<file path="src/rtl/grid_ctrl_pkg.sv">
// rtl/grid_ctrl_pkg.sv - shared types, dimensions and helpers for the Life board controller
package grid_ctrl_pkg;

  // Board dimensions shared by grid_state_ctrl and cell_grid
  localparam int DEFAULT_GRID_WIDTH  = 8;
  localparam int DEFAULT_GRID_HEIGHT = 8;
  localparam int DEFAULT_GEN_WIDTH   = 16;

  typedef enum logic [1:0] {
    IDLE = 2'd0,
    LOAD = 2'd1,
    DUMP = 2'd2
  } ctrl_state_e;

  // Row index needs at least one bit even for a single-row board
  function automatic int row_idx_width(input int height);
    return (height > 1) ? $clog2(height) : 1;
  endfunction

endpackage

</file>
<file path="src/rtl/grid_state_ctrl.sv">
// rtl/grid_state_ctrl.sv - board state owner with row-serial load and dump ports
module grid_state_ctrl
  import grid_ctrl_pkg::*;
#(
  parameter int GRID_WIDTH  = DEFAULT_GRID_WIDTH,
  parameter int GRID_HEIGHT = DEFAULT_GRID_HEIGHT,
  parameter int GEN_WIDTH   = DEFAULT_GEN_WIDTH
) (
  input  logic                            clk,
  input  logic                            rst_n,
  input  logic                            load_valid,
  output logic                            load_ready,
  input  logic [GRID_WIDTH-1:0]           load_row,
  input  logic                            step,
  input  logic                            dump,
  input  logic [GRID_WIDTH*GRID_HEIGHT-1:0] next_state,
  output logic [GRID_WIDTH*GRID_HEIGHT-1:0] grid_state,
  output logic                            out_valid,
  input  logic                            out_ready,
  output logic [GRID_WIDTH-1:0]           out_row,
  output logic                            out_last,
  output logic [GEN_WIDTH-1:0]            generation,
  output logic                            busy
);

  localparam int RW = row_idx_width(GRID_HEIGHT);
  localparam logic [RW-1:0] LAST_ROW = RW'(GRID_HEIGHT - 1);

  ctrl_state_e   state;
  logic [RW-1:0] row_idx;
  logic [RW-1:0] row_nxt;

  // Load port is open whenever no dump is in progress
  assign load_ready = (state == IDLE) || (state == LOAD);

  // Index of the row that follows the one currently presented or written
  always_comb begin
    row_nxt = row_idx + 1'b1;
  end

  // Control FSM with registered board, counter and dump outputs
  always_ff @(posedge clk) begin
    if (!rst_n) begin
      state      <= IDLE;
      grid_state <= '0;
      generation <= '0;
      row_idx    <= '0;
      out_valid  <= 1'b0;
      out_last   <= 1'b0;
      out_row    <= '0;
      busy       <= 1'b0;
    end else begin
      case (state)
        IDLE: begin
          if (load_valid) begin
            grid_state[0 +: GRID_WIDTH] <= load_row;
            if (GRID_HEIGHT == 1) begin
              generation <= '0;
            end else begin
              row_idx <= RW'(1);
              state   <= LOAD;
              busy    <= 1'b1;
            end
          end else if (dump) begin
            row_idx   <= '0;
            state     <= DUMP;
            busy      <= 1'b1;
            out_valid <= 1'b1;
            out_row   <= grid_state[0 +: GRID_WIDTH];
            out_last  <= (GRID_HEIGHT == 1);
          end else if (step) begin
            grid_state <= next_state;
            generation <= generation + 1'b1;
          end
        end
        LOAD: begin
          if (load_valid) begin
            grid_state[GRID_WIDTH*int'(row_idx) +: GRID_WIDTH] <= load_row;
            if (row_idx == LAST_ROW) begin
              row_idx    <= '0;
              generation <= '0;
              state      <= IDLE;
              busy       <= 1'b0;
            end else begin
              row_idx <= row_nxt;
            end
          end
        end
        DUMP: begin
          // out_valid is always high here, so out_ready alone completes a transfer
          if (out_ready) begin
            if (row_idx == LAST_ROW) begin
              row_idx   <= '0;
              out_valid <= 1'b0;
              out_last  <= 1'b0;
              state     <= IDLE;
              busy      <= 1'b0;
            end else begin
              row_idx  <= row_nxt;
              out_row  <= grid_state[GRID_WIDTH*int'(row_nxt) +: GRID_WIDTH];
              out_last <= (row_nxt == LAST_ROW);
            end
          end
        end
        default: begin
          state <= IDLE;
          busy  <= 1'b0;
        end
      endcase
    end
  end

endmodule

</file>
<file path="config.mk">
export PLATFORM = sky130hd
export DESIGN_NAME = grid_state_ctrl
export DESIGN_NICKNAME = d
export VERILOG_FILES = /design/src/rtl/grid_ctrl_pkg.sv /design/src/rtl/grid_state_ctrl.sv
export SDC_FILE = /design/constraint.sdc
export NUM_CORES = 1
export LEC_CHECK = 0
export CELL_PAD_IN_SITES_DETAIL_PLACEMENT = 1
export CELL_PAD_IN_SITES_GLOBAL_PLACEMENT = 1
export CORE_MARGIN = 3
export CORE_UTILIZATION = 36
export DETAILED_ROUTE_END_ITERATION = 16
export PLACE_DENSITY = 0.89
export SETUP_SLACK_MARGIN = 0.1
export SYNTH_ARGS = -nofsm -noshare
export SYNTH_HDL_FRONTEND = slang
export SYNTH_SLANG_ARGS = --single-unit
</file>
<file path="constraint.sdc">
create_clock -name clk -period 3.3 [get_ports clk]
set_input_delay 0.33 -clock clk [delete_from_list [all_inputs] [get_ports clk]]
set_output_delay 0.33 -clock clk [all_outputs]
set_load 0.05 [all_outputs]
</file>
==> metrics.cfg <==
[logic_synthesis]
synth.avg_cell_area_sq_um = 9.063
synthCells = 640
yosysTopAreaCell = dfxtp_1
ys_async_sr_fraction_pct = 0
synth-seq-cells = 96
netlist.area_leader.share_pct = 33.13
yosys-top-cells-area = dfxtp_1 (33%), mux4_2 (6.2%), a21oi_1 (5.4%), mux2i_1 (4.0%), a211oi_2 (3.7%)
synth-edff-count = 0
synth.net_count = 730
yosysWarnings = 0
yosys.cell_types.count = 62
synth_ff_type = dfxtp_1
ys_seq_area_share_pct = 33.13
netlist_area_sq_mm = 0.005801

[drt]
finalWirelength_mm = 23.56
drtAntennaViolNets = 0
drcViolationCount = 0
vias_per_cell = 6.097
vias = 6030
wl_per_cell_microns = 23.82
drtPass1Iterations = 4
drt_iter0_markers = 489

[sta]
tns_ns = 0
clock.fmax_mhz = 329.6
period_needed_ns = 3.034
finalHoldViolCount = 0
fin_crit_sh_pct = 91.94
grt_setup_unrepaired = no
clock_skew_ns = 0.008766
maxSlewHeadroom_pct = 28.60
drv_slew = 0
worstMarginPinSlew_ns = 1.071
setup_viol = 0

[setup_path]
rr_startpoint = row_idx[0]
cp_max_fo = 12
crit_top_cell = ha_1
cp_slowest_stage_delay_ns = 0.77
crit_family = simple AND/OR/NAND/NOR gates
crit_cells = 7
criticalPathCategory = reg -> reg
ff2ff_setup_slack_ns = 0.27
regToRegEndpoint = grid_state[23]
cp_num_buf_inv = 1
crit_chain = inv_2, ha_1, ha_1, nand2b_1, or4_1, a2bb2oi_1, a211oi_2
start_kind = flip-flop
crit_path_end_kind = flip-flop
rr_worst_depth = 7
cp.arrival_ns = 3.29
cp.required_ns = 3.56
worst_path_max_delay_cell = or4_1

[flow_run]
drv_cap = 0

[run_status]
status = finished clean

[min_path]
hp-start = busy
min_to = busy
min_path_type = reg -> reg
min_path_cells = 2

[grt]
antenna_found_initial = 0
track_usage_pct = 26.15
grt_pass1_vias = 6125
grt_start_max_net_pins = 41
grt_pass1_wl_mm = 36.25
grt_overflow = 0

[floorplan]
die-width_microns = 132.9
dieArea_sq_mm = 0.01767
chipHeight_microns = 132.9
initial_core_util_pct = 37.46
core_sq_mm = 0.01548
io_pins = 170
rows = 45

[final_layout]
mostFrequentLayoutCell = clkdlybuf4s50_1
final_cell_mix = clkdlybuf4s50_1 (168), dfxtp_1 (96), a21oi_1 (63), nand2_1 (55), mux2i_1 (23)
fin_nets = 865
syn_to_final_growth_pct = 35.83
drive_gt1_share_pct = 11.18
antenna_cells = 0
stdcell_count = 989

[clocking]
cts-root-buf = clkbuf_16
cts_tree = built
ctsHoldBuffers = 0
htreeDepth = 3
post_cts.repair.setup_buffers = 0
cts.clk_slew.worst_paths_ns = 0.06
cts_buffers = 9
clock_latency_ns = 0.35
postCtsResizedCells = 0
cts.sink_count = 96
clk_path_buf_depth = 2

[placed_design]
portBuffers = 169
dp.cells = 975
place_hpwl_mm = 17.89
routabilityCongestion = 0.9588

[power_and_ir_drop]
power.density_mw_per_mm2 = 806.0
leakage_nw = 2.814
irDropWorstVdd_mv = 0.3236

-- cells in the mapped netlist, drive strengths merged, types with 14 or more instances --
cell type / number
a211oi: 27
a21oi: 64
a22oi: 14
buf: 41
clkbuf: 23
dfxtp: 96
inv: 24
mux2i: 23
mux4: 16
nand2: 56
nand4: 16
nor2: 17
o21ai: 23
-- final cells by class --
| class | instances | area [sq um] |
|---|---|---|
| clock buffers | 11 | 242.7 |
| clock inverters | 3 | 67.56 |
| fillers | 1756 | 7605 |
| inverters | 24 | 90.09 |
| multi-input cells | 456 | 3463 |
| flip-flops and latches | 96 | 1922 |
| well taps | 211 | 264.0 |
| repair buffers | 188 | 1829 |
-- how the worst max path moves through the flow --
stage / from / end / slack (ns)
final: row_idx[0] / grid_state[23] / 0.27
after global placement: row_idx[0] / grid_state[38] / 0.43
after floorplan: row_idx[0] / grid_state[32] / 0.87
after CTS: row_idx[0] / grid_state[35] / 0.15
after detailed placement: row_idx[0] / grid_state[35] / 0.17
after global routing: row_idx[0] / grid_state[33] / 0.12
-- layer usage --
metal	GRT usage [%]	vias to the layer above	share of wire, %
met5	0	-	0
met4	10.74	0	3.2
met3	4.449	53	6.8
met2	40.77	285	46
met1	35.83	2961	44
li1	-	2731	-
-- flip-flops by register name, indices dropped and copies added, names as in the netlist --
signal,flops
grid_state,64
generation,16
out_row,8
row_idx,3
state,2
busy,1
out_last,1
out_valid,1
-- kinds of logic after synthesis --
| kind of cell | Yosys count | share of synthesized area, % |
|---|---|---|
| flops | 96 | 33.13 |
| simple gates | 184 | 18.23 |
| fa+ha+maj | 12 | 2.588 |
| buf+inv | 88 | 7.291 |
| compound gates | 218 | 28.13 |
| xor+xnor | 3 | 0.4531 |
| mux | 39 | 10.18 |
-- through the flow --
step	setup WS [ns]	instance area, sq um	util [%]	hold slack (ns)	power, mW
6_report	0.2661	7879	50.88	0.4646	6.350
5_1_grt	0.1202	7879	50.88	0.5016	6.622
4_1_cts	0.1511	7871	50.84	0.4703	6.321
3_5_place_dp	0.1736	7561	48.83	0.4532	5.176
3_3_place_gp	0.4313	7561	48.83	0.4543	5.062
2_1_floorplan	0.8705	5801	-	0.4677	4.067
-- where the power goes --
group	total, mW	internal (mW)	switching, mW
registers	1.72	1.40	0.321
logic	3.49	1.25	2.24
clock network	1.13	0.677	0.457
total	6.35	3.33	3.02
-- worst min-delay path: stages, from the launching register on --
cell,delay (ns)
dfxtp_1,0.31
nand2_1,0.05
mux2i_1,0.05
(Power assumes the default switching activity.)
